**src/rtl/button_conditioner_pkg.sv**
```systemverilog
// rtl/button_conditioner_pkg.sv - shared repeat FSM encoding and default timing constants
package button_conditioner_pkg;

  typedef enum logic [1:0] {
    RPT_IDLE   = 2'd0,
    RPT_DELAY  = 2'd1,
    RPT_REPEAT = 2'd2
  } rpt_state_e;

  localparam int DEF_NUM_BUTTONS        = 4;
  localparam int DEF_DEBOUNCE_CYCLES    = 500000;
  localparam int DEF_TICK_DIV           = 500000;
  localparam int DEF_REPEAT_DELAY_TICKS = 25;
  localparam int DEF_REPEAT_RATE_TICKS  = 5;

  // Counters only ever hold 0..n-1, so clog2(n) bits suffice; never go below one bit.
  function automatic int cnt_width(input int n);
    return (n > 1) ? $clog2(n) : 1;
  endfunction

endpackage

```
**src/rtl/button_conditioner_debounce_cell.sv**
```systemverilog
// rtl/button_conditioner_debounce_cell.sv - two-flop synchroniser, debounce counter and press pulse for one key
module debounce_cell
  import button_conditioner_pkg::*;
#(
  parameter int DEBOUNCE_CYCLES = DEF_DEBOUNCE_CYCLES
) (
  input  logic clock,
  input  logic resetN,
  input  logic key_raw,
  output logic stable,
  output logic press_pulse
);

  localparam int CW = cnt_width(DEBOUNCE_CYCLES);
  localparam logic [CW-1:0] CNT_LAST = CW'(DEBOUNCE_CYCLES - 1);

  logic          sync1_q, sync2_q;
  logic          stable_q, stable_d;
  logic [CW-1:0] cnt_q, cnt_d;
  logic          pulse_q, pulse_d;

  // Any cycle where the synchronised level agrees with stable restarts the count.
  always_comb begin
    stable_d = stable_q;
    cnt_d    = '0;
    if (sync2_q != stable_q) begin
      if (cnt_q == CNT_LAST) begin
        stable_d = sync2_q;
      end else begin
        cnt_d = cnt_q + 1'b1;
      end
    end
    pulse_d = stable_q & ~stable_d;
  end

  always_ff @(posedge clock or negedge resetN) begin
    if (!resetN) begin
      sync1_q  <= 1'b1;
      sync2_q  <= 1'b1;
      stable_q <= 1'b1;
      cnt_q    <= '0;
      pulse_q  <= 1'b0;
    end else begin
      sync1_q  <= key_raw;
      sync2_q  <= sync1_q;
      stable_q <= stable_d;
      cnt_q    <= cnt_d;
      pulse_q  <= pulse_d;
    end
  end

  assign stable      = stable_q;
  assign press_pulse = pulse_q;

endmodule

```
**src/rtl/button_conditioner.sv**
```systemverilog
// rtl/button_conditioner.sv - debounced keys, slow button clock and per-key auto-repeat strobes
module button_conditioner
  import button_conditioner_pkg::*;
#(
  parameter int NUM_BUTTONS        = DEF_NUM_BUTTONS,
  parameter int DEBOUNCE_CYCLES    = DEF_DEBOUNCE_CYCLES,
  parameter int TICK_DIV           = DEF_TICK_DIV,
  parameter int REPEAT_DELAY_TICKS = DEF_REPEAT_DELAY_TICKS,
  parameter int REPEAT_RATE_TICKS  = DEF_REPEAT_RATE_TICKS
) (
  input  logic                   clock,
  input  logic                   resetN,
  input  logic [NUM_BUTTONS-1:0] keyRaw,
  output logic                   buttonClockOut,
  output logic [NUM_BUTTONS-1:0] buttStable,
  output logic [NUM_BUTTONS-1:0] pressPulse,
  output logic [NUM_BUTTONS-1:0] repeatStrobe
);

  localparam int DW  = cnt_width(TICK_DIV);
  localparam int RCW = (cnt_width(REPEAT_DELAY_TICKS) > cnt_width(REPEAT_RATE_TICKS)) ?
                       cnt_width(REPEAT_DELAY_TICKS) : cnt_width(REPEAT_RATE_TICKS);
  localparam logic [DW-1:0]  DIV_LAST   = DW'(TICK_DIV - 1);
  localparam logic [RCW-1:0] DELAY_LAST = RCW'(REPEAT_DELAY_TICKS - 1);
  localparam logic [RCW-1:0] RATE_LAST  = RCW'(REPEAT_RATE_TICKS - 1);

  logic [NUM_BUTTONS-1:0] stable;

  for (genvar g = 0; g < NUM_BUTTONS; g++) begin : g_key
    debounce_cell #(
      .DEBOUNCE_CYCLES(DEBOUNCE_CYCLES)
    ) u_cell (
      .clock      (clock),
      .resetN     (resetN),
      .key_raw    (keyRaw[g]),
      .stable     (stable[g]),
      .press_pulse(pressPulse[g])
    );
  end

  logic [DW-1:0]          div_q, div_d;
  logic                   bclk_q, bclk_d;
  logic                   tick;
  logic [NUM_BUTTONS-1:0] butt_stable_q, butt_stable_d;
  logic [NUM_BUTTONS-1:0] strobe_q, strobe_d;
  rpt_state_e             state_q [NUM_BUTTONS];
  rpt_state_e             state_d [NUM_BUTTONS];
  logic [RCW-1:0]         rpt_cnt_q [NUM_BUTTONS];
  logic [RCW-1:0]         rpt_cnt_d [NUM_BUTTONS];

  // tick is the falling edge of buttonClockOut, so everything it updates is settled by the next rise.
  always_comb begin
    div_d  = div_q + 1'b1;
    bclk_d = bclk_q;
    tick   = 1'b0;
    if (div_q == DIV_LAST) begin
      div_d  = '0;
      bclk_d = ~bclk_q;
      tick   = bclk_q;
    end
    butt_stable_d = tick ? stable : butt_stable_q;
  end

  always_comb begin
    strobe_d = strobe_q;
    for (int i = 0; i < NUM_BUTTONS; i++) begin
      state_d[i]   = state_q[i];
      rpt_cnt_d[i] = rpt_cnt_q[i];
      if (tick) begin
        strobe_d[i] = 1'b1;
        case (state_q[i])
          RPT_IDLE: begin
            if (!stable[i]) begin
              strobe_d[i]  = 1'b0;
              state_d[i]   = RPT_DELAY;
              rpt_cnt_d[i] = '0;
            end
          end
          RPT_DELAY: begin
            if (stable[i]) begin
              state_d[i]   = RPT_IDLE;
              rpt_cnt_d[i] = '0;
            end else if (rpt_cnt_q[i] == DELAY_LAST) begin
              strobe_d[i]  = 1'b0;
              state_d[i]   = RPT_REPEAT;
              rpt_cnt_d[i] = '0;
            end else begin
              rpt_cnt_d[i] = rpt_cnt_q[i] + 1'b1;
            end
          end
          RPT_REPEAT: begin
            if (stable[i]) begin
              state_d[i]   = RPT_IDLE;
              rpt_cnt_d[i] = '0;
            end else if (rpt_cnt_q[i] == RATE_LAST) begin
              strobe_d[i]  = 1'b0;
              rpt_cnt_d[i] = '0;
            end else begin
              rpt_cnt_d[i] = rpt_cnt_q[i] + 1'b1;
            end
          end
          default: begin
            state_d[i]   = RPT_IDLE;
            rpt_cnt_d[i] = '0;
          end
        endcase
      end
    end
  end

  always_ff @(posedge clock or negedge resetN) begin
    if (!resetN) begin
      div_q         <= '0;
      bclk_q        <= 1'b0;
      butt_stable_q <= '1;
      strobe_q      <= '1;
      for (int i = 0; i < NUM_BUTTONS; i++) begin
        state_q[i]   <= RPT_IDLE;
        rpt_cnt_q[i] <= '0;
      end
    end else begin
      div_q         <= div_d;
      bclk_q        <= bclk_d;
      butt_stable_q <= butt_stable_d;
      strobe_q      <= strobe_d;
      for (int i = 0; i < NUM_BUTTONS; i++) begin
        state_q[i]   <= state_d[i];
        rpt_cnt_q[i] <= rpt_cnt_d[i];
      end
    end
  end

  assign buttonClockOut = bclk_q;
  assign buttStable     = butt_stable_q;
  assign repeatStrobe   = strobe_q;

endmodule
```
**config.mk**
```make
export PLATFORM = sky130hd
export DESIGN_NAME = button_conditioner
export DESIGN_NICKNAME = d
export VERILOG_FILES = /design/src/rtl/button_conditioner_pkg.sv /design/src/rtl/button_conditioner_debounce_cell.sv /design/src/rtl/button_conditioner.sv
export SDC_FILE = /design/constraint.sdc
export NUM_CORES = 1
export LEC_CHECK = 0
export CORE_UTILIZATION = 25
export DETAILED_ROUTE_END_ITERATION = 6
export GPL_TIMING_DRIVEN = 0
export HOLD_SLACK_MARGIN = 0.03
export PLACE_DENSITY = 0.51
export SLEW_MARGIN = 10
export SYNTH_ARGS = -nofsm -noshare
export SYNTH_HDL_FRONTEND = slang
export SYNTH_SLANG_ARGS = --single-unit
```
**constraint.sdc**
```tcl
create_clock -name clock -period 2.8 [get_ports clock]
set_clock_uncertainty 0.1 [all_clocks]
set_input_delay 0.56 -clock clock [delete_from_list [all_inputs] [get_ports clock]]
set_output_delay 0.56 -clock clock [all_outputs]
set_load 0.02 [all_outputs]
```
==> out/metrics.yaml <==
status: "completed"
syn_inst: 741
cts_buffers: 17
critPathMaxStageDelay_ps: 450
ys_seq_area_share_pct: 49.86
ir_drop_mv: 0.4140
post_drt_wl_per_cell_um: 11.80
grtUsageMet2_pct: 15.67
dpl_cell_area_um2: 8172
root_buffer: "clkbuf_16"
crit_type: "reg2reg"
place_hpwl_um: 9393
grt_pass1_vias: 5194
grt-ovfl-total: 0
die_w_um: 175.0
rr_worst_depth: 7
p_per_area_nw_per_um2: 526.5
final_cell_mix: "dfrtp_1 (128), nor2_1 (120), nand2_1 (66)"
post-place-ws_ps: 226.7
worstPathMaxFanout: 10
multi_input_area_um2: 3532
syn_area_per_cell_um2: 10.09
grt_pass1_wl_um: 25140
synth_top_area_cell: "dfrtp_1"
syn-num-nets: 780
grt_max_degree: 82
met1_usage_pct: 13.31
num_vias: 5142
track_usage_pct: 10.01
ys_warn_count: 0
fin_nets: 819
relSlewSlack_pct: 30.31
initial_core_util_pct: 25.71
postCtsSetupBuffers: 0
tightest_slew_ps: 1032
ys.flop_type: "dfrtp_1"
post-route-period-util_pct: 90.40
syn_area_um2: 7478
rr_endpoint: "g_key[1].u_cell.cnt_q[15]$_DFF_PN0_"
core_area_um2: 29090
drt_pass1_iterations: 4
crit_family: "simple AND/OR/NAND/NOR gates"
clock-sinks: 148
ys_ff_latch: 148
clockBufferDepth: 2
fmaxAchievable_ghz: 0.3951
finalSetupViolCount: 0
layout_commonest_cell: "dfrtp_1"
tns_ps: 0
synth_area_leaders: "dfrtp_1 (43%), dfstp_2 (7.0%), xor2_1 (6.3%)"
synth_edf_count: 0
max-cap-violations: 0
use_met3_pct: 2.611
async_reset_ff_share_pct: 100.0
final.fill_count: 3053
drt_iter0_markers: 194
layout_min_cycle_time_ps: 2531
port_buffers: 18
rsz0062_at_grt: "false"
die_y_um: 175.0
crit_path_end: "g_key[1].u_cell.cnt_q[15]$_DFF_PN0_"
cp-startpoint: "g_key[1].u_cell.cnt_q[11]$_DFF_PN0_"
htreeDepth: 4
cp.arrival_ps: 2720
synth_top_cell_area_share_pct: 42.83
drc: 0
drive_gt1_share_pct: 10.59
critical_path_depth: 7
diodes: 0
finalHoldViolations: 0
crit_chain: "nor4_1, nand4_1, nor3_1, or2_2, clkbuf_1, buf_1, nor2_1"
dieArea_um2: 30610
ant_nets: 0
leakage_nw: 3.757
postLayoutCoreUtil_pct: 30.21
total_power_mw: 4.627
crit_buf_inv: 2
synth_cell_types: 64
reg2reg_slack_ps: 270
io_pins: 19
r2r-start: "g_key[1].u_cell.cnt_q[11]$_DFF_PN0_"
rows: 62
cp_slowest_cell: "buf_1"
place_congestion: 0.7591
syn2layout_area_growth_pct: 17.52
setup_ws_ps: 268.8
cts_tree: "built"
post-route-cell-area_um2: 8788
setup.worst_path.end_class: "flop"
clk_latency_ps: 420
routed_wirelength_um: 13890
slew_violations: 0
worst_ep_required_time_ps: 2990
path_clk_slew_ps: 60
seq_area_um2: 3729
antenna_found_initial: 0
critPathLaunchType: "flop"
min_path_type: "reg2reg"
globalRoute.busiestLayer: "met2"
viasPerCell: 4.369
==> stage by stage <==
step | hold WS, ps | instances
floorplan | 164.4 | 741
global placement | 246.7 | 1143
detailed placement | 247.2 | 1144
CTS | 256.2 | 1177
global route | 260.1 | 1177
finish | 255.3 | 1177
==> state kept, by name, summed over array words and instances (netlist names) <==
signal	count
state_q	8
div_q	19
rpt_cnt_q	20
g_key.u_cell.press_pulse	4
buttonClockOut	1
g_key.u_cell.sync2_q	4
buttStable	4
g_key.u_cell.stable	4
g_key.u_cell.cnt_q	76
repeatStrobe	4
g_key.u_cell.sync1_q	4
==> cells by family (layout without fill, tap and decap cells) <==
| family | count (synthesis) | after routing | synth area share [%] |
|---|---|---|---|
| multiplexers | 11 | 11 | 1.640 |
| AND/OR/NAND/NOR | 347 | 347 | 23.61 |
| buffers and inverters | 51 | 103 | 2.911 |
| adder cells (fa/ha/maj) | 33 | 33 | 5.521 |
| AO/OA/AOI/OAI | 63 | 63 | 6.157 |
| flip-flops | 148 | 148 | 49.86 |
| XOR/XNOR | 88 | 88 | 10.31 |
==> synth_stat cells (2+ instances only) <==
cell       instances
nor3b_1            5
nand3_1           39
o41ai_1            3
inv_1             32
or4_1              2
buf_4              6
o31a_1             2
and3_1            19
nand4_1           24
nor3_1            11
nand4b_1           5
dfrtp_1          128
dfstp_2           20
clkbuf_1           9
nand2_1           66
or2_2              3
a22o_1             8
o31ai_1            2
o211ai_1           8
nand2b_1           2
nor2b_1           10
or3_1              3
xnor2_1           34
o21ai_0           14
nor2_1           120
and4_1             8
a21oi_1            7
nand3b_1           2
and2_1             3
nor4_1             7
nor4bb_1           4
mux2_2            10
buf_2              2
a2bb2oi_1          5
ha_1              33
a31oi_1            4
xor2_1            54
==> worst reg2reg max path, stage by stage, from the launching register on <==
cell and delay, ps:
dfrtp_1 420, nor4_1 320, nand4_1 140, nor3_1 360, or2_2 180, clkbuf_1 310
buf_1 460, nor2_1 110
==> repair_timing <==
action                                  4_1_cts  5_1_grt
hold buffers                                  1        0
endpoints found under the setup margin        0        3
endpoints found under the hold margin        60        0
resized for setup                             0        2
==> area by class of cell <==
cell class,count,area share (%)
inverter,32,1.367
multi-input combinational,542,40.19
timing repair buffer,20,2.534
clock inverter,8,1.409
sequential,148,42.43
tap,384,5.467
buffer,19,1.125
clock buffer,24,5.481
==> how the worst min path moves through the flow <==
stage                                                   end  slack, ps                               from  depth (start not counted)
after global placement    g_key[2].u_cell.sync2_q$_DFF_PN1_        250  g_key[2].u_cell.sync1_q$_DFF_PN1_                          0
after floorplan                  buttonClockOut$_DFFE_PN0N_        160                             resetN                          0
after global routing      g_key[3].u_cell.sync2_q$_DFF_PN1_        260  g_key[3].u_cell.sync1_q$_DFF_PN1_                          0
after CTS                 g_key[1].u_cell.sync2_q$_DFF_PN1_        260  g_key[1].u_cell.sync1_q$_DFF_PN1_                          0
final                     g_key[3].u_cell.sync2_q$_DFF_PN1_        260  g_key[3].u_cell.sync1_q$_DFF_PN1_                          0
after detailed placement  g_key[1].u_cell.sync2_q$_DFF_PN1_        250  g_key[1].u_cell.sync1_q$_DFF_PN1_                          0
==> per-layer routing <==
layer	up-vias	part of all wire, %
met1	2472	51
li1	2621	-
met2	38	45
met3	11	2.4
met5	-	0
met4	0	1.3
==> report_power, final <==
| group | internal [mW] | switching (mW) |
|---|---|---|
| logic | 0.0302 | 0.0731 |
| clock network | 1.47 | 0.868 |
| registers | 2.17 | 0.0183 |
| total | 3.67 | 0.959 |
Note: power is estimated with default switching activity, not from simulation.
